===== config.mk =====
export PLATFORM = sky130hd
export DESIGN_NAME = sparce_skip_unit
export DESIGN_NICKNAME = d
export VERILOG_FILES = /design/src/rtl/sparce_skip_unit.sv
export SDC_FILE = /design/constraint.sdc
export NUM_CORES = 1
export LEC_CHECK = 0
export CAP_MARGIN = 20
export CORE_MARGIN = 8
export CORE_UTILIZATION = 50
export CTS_CLUSTER_SIZE = 25
export DETAILED_ROUTE_END_ITERATION = 7
export DONT_BUFFER_PORTS = 1
export PLACE_DENSITY = 0.72
export SLEW_MARGIN = 20
export SYNTH_ARGS = -nofsm -noshare
export SYNTH_HDL_FRONTEND = slang
export SYNTH_SLANG_ARGS = --single-unit

===== constraint.sdc =====
create_clock -name CLK -period 4.5 [get_ports CLK]
set_input_delay 0.9 -clock CLK [delete_from_list [all_inputs] [get_ports CLK]]
set_output_delay 0.9 -clock CLK [all_outputs]
set_load 0.01 [all_outputs]

===== src/rtl/sparce_skip_unit.sv =====
// sparce_skip_unit: tracks zero-valued registers and redirects fetch past
// software-registered skippable regions whose operands are known sparse.
module sparce_skip_unit #(
  parameter int          SASA_ENTRIES = 4,
  parameter logic [31:0] SASA_BASE    = 32'h0000_9000,
  parameter int          HOLDOFF      = 2
) (
  input  logic        CLK,
  input  logic        RST,
  input  logic [31:0] pc,
  input  logic [31:0] rdata,
  input  logic        if_ex_enable,
  input  logic        wb_en,
  input  logic [4:0]  rd,
  input  logic [31:0] wb_data,
  input  logic        sasa_wen,
  input  logic [31:0] sasa_addr,
  input  logic [31:0] sasa_data,
  output logic [31:0] sparce_target,
  output logic        skipping
);
  localparam int          IW    = SASA_ENTRIES > 1 ? $clog2(SASA_ENTRIES) : 1;
  localparam int          HW    = HOLDOFF > 1 ? $clog2(HOLDOFF) : 1;
  localparam logic [31:0] WIN   = 32'(SASA_ENTRIES * 8);
  localparam logic [HW-1:0] HLAST = HW'(HOLDOFF - 1);

  typedef enum logic [1:0] {IDLE, SKIP, HOLD} state_t;

  state_t                          state_q;
  logic [HW-1:0]                   hold_q;
  logic [31:0]                     target_q;
  logic                            skipping_q;
  logic [31:0]                     svrf_q, svrf_d;
  logic [31:0][1:0]                pend_q;
  logic [SASA_ENTRIES-1:0][31:0]   trig_q;
  logic [SASA_ENTRIES-1:0]         valid_q, cond_q;
  logic [SASA_ENTRIES-1:0][4:0]    rs1_q, rs2_q;
  logic [SASA_ENTRIES-1:0][7:0]    skip_q;

  logic [31:0]   off;
  logic [IW-1:0] widx;
  logic          win_ok;
  logic [6:0]    opc;
  logic          writer, inc;
  logic [31:0]   inc_vec, dec_vec, sparse;
  logic          hit, hit_cond, fire;
  logic [31:0]   hit_target;
  logic          unused_bits;

  assign off         = sasa_addr - SASA_BASE;
  assign widx        = off[3 +: IW];
  assign win_ok      = sasa_wen && (off < WIN);
  assign opc         = rdata[6:0];
  assign writer      = opc == 7'b0110111 || opc == 7'b0010111 || opc == 7'b1101111 ||
                       opc == 7'b1100111 || opc == 7'b0000011 || opc == 7'b0010011 ||
                       opc == 7'b0110011 || opc == 7'b1110011;
  assign inc         = if_ex_enable && writer && rdata[11:7] != 5'd0;
  assign inc_vec     = inc ? 32'd1 << rdata[11:7] : 32'd0;
  assign dec_vec     = (wb_en && rd != 5'd0) ? 32'd1 << rd : 32'd0;
  assign unused_bits = ^{rdata[31:12], sasa_data[29:21], sasa_data[15:13]};

  // Writeback is forwarded so a lookup sees the value being written this cycle.
  always_comb begin
    svrf_d = svrf_q;
    if (wb_en && rd != 5'd0) svrf_d[rd] = wb_data == 32'd0;
  end

  always_comb begin
    sparse = '0;
    for (int r = 0; r < 32; r++) sparse[r] = (r == 0) || (svrf_d[r] && pend_q[r] == 2'd0);
  end

  // Walk high-to-low so the lowest matching index is the one left standing.
  always_comb begin
    hit        = 1'b0;
    hit_cond   = 1'b0;
    hit_target = '0;
    for (int i = SASA_ENTRIES - 1; i >= 0; i--) begin
      if (valid_q[i] && skip_q[i] != 8'd0 && trig_q[i] == pc) begin
        hit        = 1'b1;
        hit_target = trig_q[i] + {22'd0, skip_q[i], 2'b00};
        hit_cond   = cond_q[i] ? (sparse[rs1_q[i]] || sparse[rs2_q[i]])
                               : (sparse[rs1_q[i]] && sparse[rs2_q[i]]);
      end
    end
  end

  assign fire = state_q == IDLE && if_ex_enable && hit && hit_cond;

  always_ff @(posedge CLK) begin
    if (RST) svrf_q <= 32'h1;
    else svrf_q <= svrf_d;
  end

  always_ff @(posedge CLK) begin
    if (RST) begin
      pend_q <= '0;
    end else begin
      for (int r = 1; r < 32; r++) begin
        if (inc_vec[r] && !dec_vec[r] && pend_q[r] != 2'd3) pend_q[r] <= pend_q[r] + 2'd1;
        else if (dec_vec[r] && !inc_vec[r] && pend_q[r] != 2'd0) pend_q[r] <= pend_q[r] - 2'd1;
      end
    end
  end

  always_ff @(posedge CLK) begin
    if (RST) begin
      trig_q  <= '0;
      valid_q <= '0;
      cond_q  <= '0;
      rs1_q   <= '0;
      rs2_q   <= '0;
      skip_q  <= '0;
    end else if (win_ok) begin
      if (!off[2]) begin
        trig_q[widx] <= {sasa_data[31:2], 2'b00};
      end else begin
        valid_q[widx] <= sasa_data[31];
        cond_q[widx]  <= sasa_data[30];
        rs2_q[widx]   <= sasa_data[20:16];
        rs1_q[widx]   <= sasa_data[12:8];
        skip_q[widx]  <= sasa_data[7:0];
      end
    end
  end

  always_ff @(posedge CLK) begin
    if (RST) begin
      state_q    <= IDLE;
      hold_q     <= '0;
      skipping_q <= 1'b0;
      target_q   <= '0;
    end else begin
      case (state_q)
        IDLE: if (fire) begin
          state_q    <= SKIP;
          skipping_q <= 1'b1;
          target_q   <= hit_target;
        end
        SKIP: begin
          state_q    <= HOLD;
          skipping_q <= 1'b0;
          hold_q     <= '0;
        end
        HOLD: begin
          state_q <= hold_q == HLAST ? IDLE : HOLD;
          hold_q  <= hold_q + 1'b1;
        end
        default: state_q <= IDLE;
      endcase
    end
  end

  assign sparce_target = target_q;
  assign skipping      = skipping_q;
endmodule


### Word level (Yosys, flattened, before mapping)

Index checks and enable logic that the tools add are counted.

| storage, ports and cells | value |
|---|---|
| latch bits | 0 |
| register bits after elaboration | 338 |
| output and inout bits | 33 |
| memories | 0 |
| input port bits | 170 |
| ROM bits | 0 |
| memory bits (writable) | 0 |

| operators by class | value |
|---|---|
| shift-type cells | 2 |
| div/mod/pow operators | 0 |
| $add $sub $neg | 68 |
| $lt $le $gt $ge | 13 |
| muxes and demuxes | 120 |
| equal/unequal tests | 46 |
| bitwise logic cells | 1 |
| reductions and logical operators | 356 |
| multipliers | 0 |

Operators with widths:

| kind | number |
|---|---|
| two-way mux 32 bit | 8 |
| logical AND 1 bit | 176 |
| adder 32 x 10 -> 32 bit | 4 |
| bitwise mux 128 bit | 1 |
| equality test 32 bit | 4 |
| two-way mux 2 bit | 64 |
| nonzero test 2 bit | 64 |
| bitwise mux 32 bit | 2 |
| demux 32 bit (select 2 bit) | 1 |
| logical NOT 2 bit | 32 |
| inequality test 2 bit (second input constant) | 32 |
| << shifter 1 x 5 -> 32 bit (first input constant) | 2 |
| adder 2 x 1 -> 2 bit (second input constant) | 31 |
| logical NOT 1 bit | 62 |
| subtractor 2 x 1 -> 2 bit (second input constant) | 31 |
| < comparator 5 x 6 -> 1 bit (second input constant) | 9 |
| binary-select mux 1 bit (select 5 bit) | 8 |
| bitwise mux 20 bit | 2 |
| logical NOT 32 bit | 1 |
| < comparator 32 x 6 -> 1 bit (second input constant) | 1 |
| nonzero test 8 bit | 4 |
| subtractor 32 x 16 -> 32 bit (second input constant) | 1 |
| two-way mux 1 bit | 23 |
| equality test 7 bit (second input constant) | 3 |
| other kinds (22) | 40 |

### Depth between registers and ports, before layout

Gate-level depths: netlist of the first run.

| logic depth | value |
|---|---|
| depth after elaboration | 18 |
| mapped depth | 15 |

### Worst setup path after synthesis of the first run

OpenSTA, ideal clock, no wires.

| path | value |
|---|---|
| kind | input -> register |
| start | input port rd[3] |
| end | register skipping_q, in the netlist skipping |
| setup slack | 331 ps |
| arrival time | 4,050 ps |
| setup time | 119 ps |
| stages on the path | 14 |
| cells stage by stage | buf_2 buf_2 nand4b_4 buf_2 o211ai_1 o31ai_2 mux4_2 or4b_1 o31ai_1 nor4_1 maj3_2 o221a_2 and2_1 o221a_2 |

| between the ends | value |
|---|---|
| word-level cells in the longest chain between the ends | 18 |

RTL lines:

| what | RTL line | text |
|---|---|---|
| start: declaration | 14 | `input logic [4:0] rd,` |
| < comparator 5 x 6 -> 1 bit (not written as such) or greater-or-equal comparator 5 x 1 -> 1 bit (tied branches) | 65 | `if (wb_en && rd != 5'd0) svrf_d[rd] = wb_data == 32'd0;` |
| logical AND 1 bit (not written as such) | 65 |  |
| two-way mux 1 bit (not written as such) | 65 |  |
| demux 1 bit (select 5 bit) | 65 |  |
| bitwise mux 32 bit | 65 |  |
| two-way mux 32 bit (*) | 65 |  |
| logical AND 1 bit | 70 | `for (int r = 0; r < 32; r++) sparse[r] = (r == 0) \|\| (svrf_d[r] && pend_q[r] == 2'd0);` |
| binary-select mux 1 bit (select 5 bit) | 82, 83 |  |
| two-way mux 1 bit (not written as such) | 82, 83 |  |
| logical AND 1 bit or logical OR 1 bit (tied branches) | 83, 82 |  |
| two-way mux 1 bit | 82 | `hit_cond = cond_q[i] ? (sparse[rs1_q[i]] \|\| sparse[rs2_q[i]])` |
| two-way mux 1 bit (3 in a row) | 79 | `if (valid_q[i] && skip_q[i] != 8'd0 && trig_q[i] == pc) begin` |
| two-way mux 1 bit (*) | 79 |  |
| logical AND 1 bit (*) | 88 | `assign fire = state_q == IDLE && if_ex_enable && hit && hit_cond;` |
| inequality test 2 bit (no line) (*) | -- |  |
| AND reduction 2 bit (no line) (*) | -- |  |
| end signal: assignment | 131 | `skipping_q <= 1'b0;` |
| end signal: assignment | 137 | `skipping_q <= 1'b1;` |
| end signal: assignment | 142 | `skipping_q <= 1'b0;` |
| end: declaration | 32 | `logic skipping_q;` |

Every way passes the cells marked *; elsewhere a longest branch is shown, timed or not. The select of a mux whose other input is x is not followed.
A chain may end at the register's enable or synchronous reset.

### Worst setup path after layout of the first run

| path | value |
|---|---|
| start | input port wb_data[25] |
| end | register target_q[28], in the netlist sparce_target[28] |

| between the ends | value |
|---|---|
| word-level cells in the longest chain between the ends | 14 |

RTL lines:

| what | RTL line | text |
|---|---|---|
| start: declaration | 15 | `input logic [31:0] wb_data,` |
| logical NOT 32 bit (*) | 65 |  |
| bitwise mux 32 bit (*) | 65 |  |
| two-way mux 32 bit (*) | 65 |  |
| logical AND 1 bit | 70 |  |
| binary-select mux 1 bit (select 5 bit) | 82, 83 |  |
| two-way mux 1 bit (not written as such) | 82, 83 |  |
| logical AND 1 bit or logical OR 1 bit (tied branches) | 83, 82 |  |
| two-way mux 1 bit | 82 |  |
| two-way mux 1 bit (3 in a row) | 79 |  |
| two-way mux 1 bit (*) | 79 |  |
| logical AND 1 bit (*) | 88 |  |
| AND reduction 2 bit (no line) (*) | -- |  |
| end signal: assignment | 138 | `target_q <= hit_target;` |
| end: declaration | 31 | `logic [31:0] target_q;` |

Marks and branches as above.

==> results of run 1 <==
-- layout make-up --
type | count | area (um2) | area share [%]
Multi-Input combinational cell | 2611 | 15600 | 59.9
Sequential cell | 327 | 6550 | 25.2
Timing Repair Buffer | 181 | 1510 | 5.80
Clock buffer | 52 | 1080 | 4.17
Tap cell | 607 | 759 | 2.92
Inverter | 93 | 349 | 1.34
Clock inverter | 15 | 165 | 0.635
-- state kept, by name, summed over array words and instances (netlist names) --
signal / flops
state_q: 2
hold_q: 1
cond_q: 4
pend_q: 62
trig_q: 120
skipping: 1
rs2_q: 20
svrf_q: 31
sparce_target: 30
valid_q: 4
rs1_q: 20
skip_q: 32
-- metal layers --
layer | share of wire, % | global-route usage, % | up-vias
met1 | 36 | 39.4 | 12000
met2 | 46 | 58.5 | 1325
met5 | 0 | 0 | -
met3 | 7.7 | 6.63 | 418
met4 | 9.6 | 29.4 | 0
li1 | - | - | 11600
-- path summary, 6_finish.rpt --
path,startpoint,end,depth (start not counted)
worst min register to register,skip_q[4],skip_q[4],2
worst max register to register,trig_q[34],sparce_target[30],15
worst min-delay path,RST,sparce_target[7],1
worst max-delay path,wb_data[25],sparce_target[28],17
-- per-stage QoR --
| stage | hold slack, ps | power [mW] |
|---|---|---|
| global route | 411 | 6.50 |
| floorplan | 432 | 3.21 |
| detailed placement | 466 | 3.18 |
| global placement | 456 | 3.18 |
| CTS | 412 | 6.36 |
| finish | 422 | 6.35 |
-- power by group through the flow --
stage,Sequential [mW],Combinational (mW),Clock [mW]
after floorplan,2.96,0.243,0
after global placement,2.96,0.212,0
after detailed placement,2.96,0.215,0
after CTS,2.90,0.216,3.24
after global routing,2.90,0.238,3.36
final,2.90,0.223,3.22
-- cell families (layout without fill, tap and decap cells) --
| kind of cell | Yosys count | count (layout) | synth area share (%) |
|---|---|---|---|
| AND/OR/NAND/NOR | 1439 | 1439 | 28.8 |
| AO/OA/AOI/OAI | 835 | 835 | 22.9 |
| flip-flops | 327 | 327 | 27.9 |
| buffers and inverters | 327 | 341 | 6.02 |
| XOR/XNOR | 236 | 236 | 8.80 |
| multiplexers | 56 | 56 | 3.17 |
| adder cells (fa/ha/maj) | 43 | 43 | 2.40 |
| other | 1 | 2 | 0.0160 |
-- critical path: cells and delay by family --
kind	cells	cell delay (ps)
AO/OA/AOI/OAI	6	1020
AND/OR/NAND/NOR	4	1230
buffers and inverters	6	1280
adder cells (fa/ha/maj)	1	220
-- placed cells by master, fill, tap and decap left out, types with 18 or more instances in the layout --
cell,Yosys,routed
dfxtp_1,327,327
ha_1,36,36
o21ai_0,160,160
inv_1,84,84
nand3_1,132,132
a21oi_1,335,335
nand4_1,61,61
or3_1,21,21
a221oi_1,26,26
and3_1,28,28
nor2_1,227,226
nor3_1,89,85
clkbuf_16,0,39
buf_4,26,169
o211ai_1,48,48
o221ai_1,18,18
xnor2_1,154,154
xor2_1,82,82
nand2_1,691,691
nor4_1,42,39
mux2i_1,32,32
o31ai_1,19,19
==> flow_summary.ini, run 1 <==
[pwr]
comb_power_share_pct = 3.5
intPower_mw = 4.85
seqPwrFrac_pct = 45.7
cellPowerDensity_nw_per_um2 = 244
clockPowerShare_pct = 50.8
switching_share_pct = 23.5
p_leak_nw = 8.43
power_switching_mw = 1.49
ir_drop_v = 0.000288

[yosys]
synth.distinct_cells = 111
synth_edf_count = 0
synthCells = 3264
synth_top_area_share_pct = 27.9
ys.flop_type = dfxtp_1
syn_area_um2 = 23500
ys_seq_area_share_pct = 27.9
synth_top_area_cell = dfxtp_1
synthTopCellsByCount = nand2_1 (691), a21oi_1 (335), dfxtp_1 (327)
synthTopCellsByArea = dfxtp_1 (28%), nand2_1 (11%), a21oi_1 (7.1%), xnor2_1 (5.7%), nor2_1 (3.6%)
synth_seq_cells = 327
async_reset_ff_share_pct = 0
yosys_warnings = 0
synth.avg_cell_area_um2 = 7.20
yosysMostFrequentCell = nand2_1

[timing]
fin_crit_ps = 4240
maxSlewHeadroom_pct = 26.8
skew_ps = 17.0
hold_viol = 0
finalWorstSetupSlack_ps = 263
final_max_slew_viol_count = 0
finalSetupViolations = 0
fin_crit_sh_pct = 94.2
tightest_slew_ps = 1090
clock.fmax_ghz = 0.236
rsz0062_at_grt = no
setup_tns_ps = 0

[routing]
firstDrtPassIters = 6
via_count = 25300
drt_iter0_drc = 2391
wl_um = 99700
via_per_inst = 6.51
ant_nets = 0
wl_per_cell_um = 25.6
drc = 0

[placed_design]
hpwl_um = 75100
gp_congestion = 1.01
post-place-cells = 3819
placed_cell_area_um2 = 24700
pre_cts_slack_ps = -227
port_buffers = 0

[final_layout]
stdcell_count = 3886
drive_gt1_share_pct = 10.4
fin_nets = 3463
postLayoutCellArea_um2 = 26000
diodes = 0
fill_cells = 4434
area_delta_synth_final_pct = 10.6
final_core_util_pct = 56.0

[clock_network]
clock_latency_ps = 580
h-tree-depth = 2
cts_buffers = 39
clock-sinks = 327
cts_tree = built
hold_buffers = 0
cts_root_buf = clkbuf_16
clockBufferDepth = 3
cts.clk_slew.worst_paths_ps = 60
post_cts_buffers = 0
cts_resized = 0

[worst_setup_path]
slowest_delay_ps = 390
critPathMaxFanout = 20
critical_path_class = in2reg
cp.arrival_ps = 4680
r2r_slack_ps = 450
cp_slowest_cell = nor4_1
end_kind = register
startpoint_type = input port
cpMostUsedCell = buf_4
cp_cell_sequence = nor4_2 -> nand4_2 -> buf_4 -> o31ai_1 -> buf_4 -> buf_4 -> o22ai_1 -> nor4_1 -> a21oi_1 -> nor4_1 -> buf_4 -> maj3_2 -> buf_4 -> o221ai_4 -> buf_4 -> o21ai_0 -> a21oi_1
worstPathRequired_ps = 4940

[grt]
grt.total_usage_pct = 35.4
antenna_found_initial = 1
grt_pass1_vias = 24500
grt_overflow = 0
grt_max_degree = 325
grt_pass1_wl_um = 148000

[floorplanning]
core_region_area_um2 = 46500
die_w_um = 233
rows = 79
die_h_um = 233
start_util_pct = 50.6
die-area_um2 = 54200
ios = 203

[worst_hold_path]
min_path_type = in2reg

[job]
cap_violations = 0

[run_status]
status = completed
No activity file was read; power rests on OpenSTA's default activity.
==> run 2, diff against run 1 <==
--- a/config.mk
+++ b/config.mk
@@ -5,14 +5,13 @@
 export SDC_FILE = /design/constraint.sdc
 export NUM_CORES = 1
 export LEC_CHECK = 0
-export CAP_MARGIN = 20
+export CAP_MARGIN = 15
 export CORE_MARGIN = 8
 export CORE_UTILIZATION = 50
 export CTS_CLUSTER_SIZE = 25
 export DETAILED_ROUTE_END_ITERATION = 7
 export DONT_BUFFER_PORTS = 1
 export PLACE_DENSITY = 0.72
-export SLEW_MARGIN = 20
 export SYNTH_ARGS = -nofsm -noshare
 export SYNTH_HDL_FRONTEND = slang
 export SYNTH_SLANG_ARGS = --single-unit
==> results of run 2 <==
The final DEF is identical to that of run 1; final timing and power are the same.
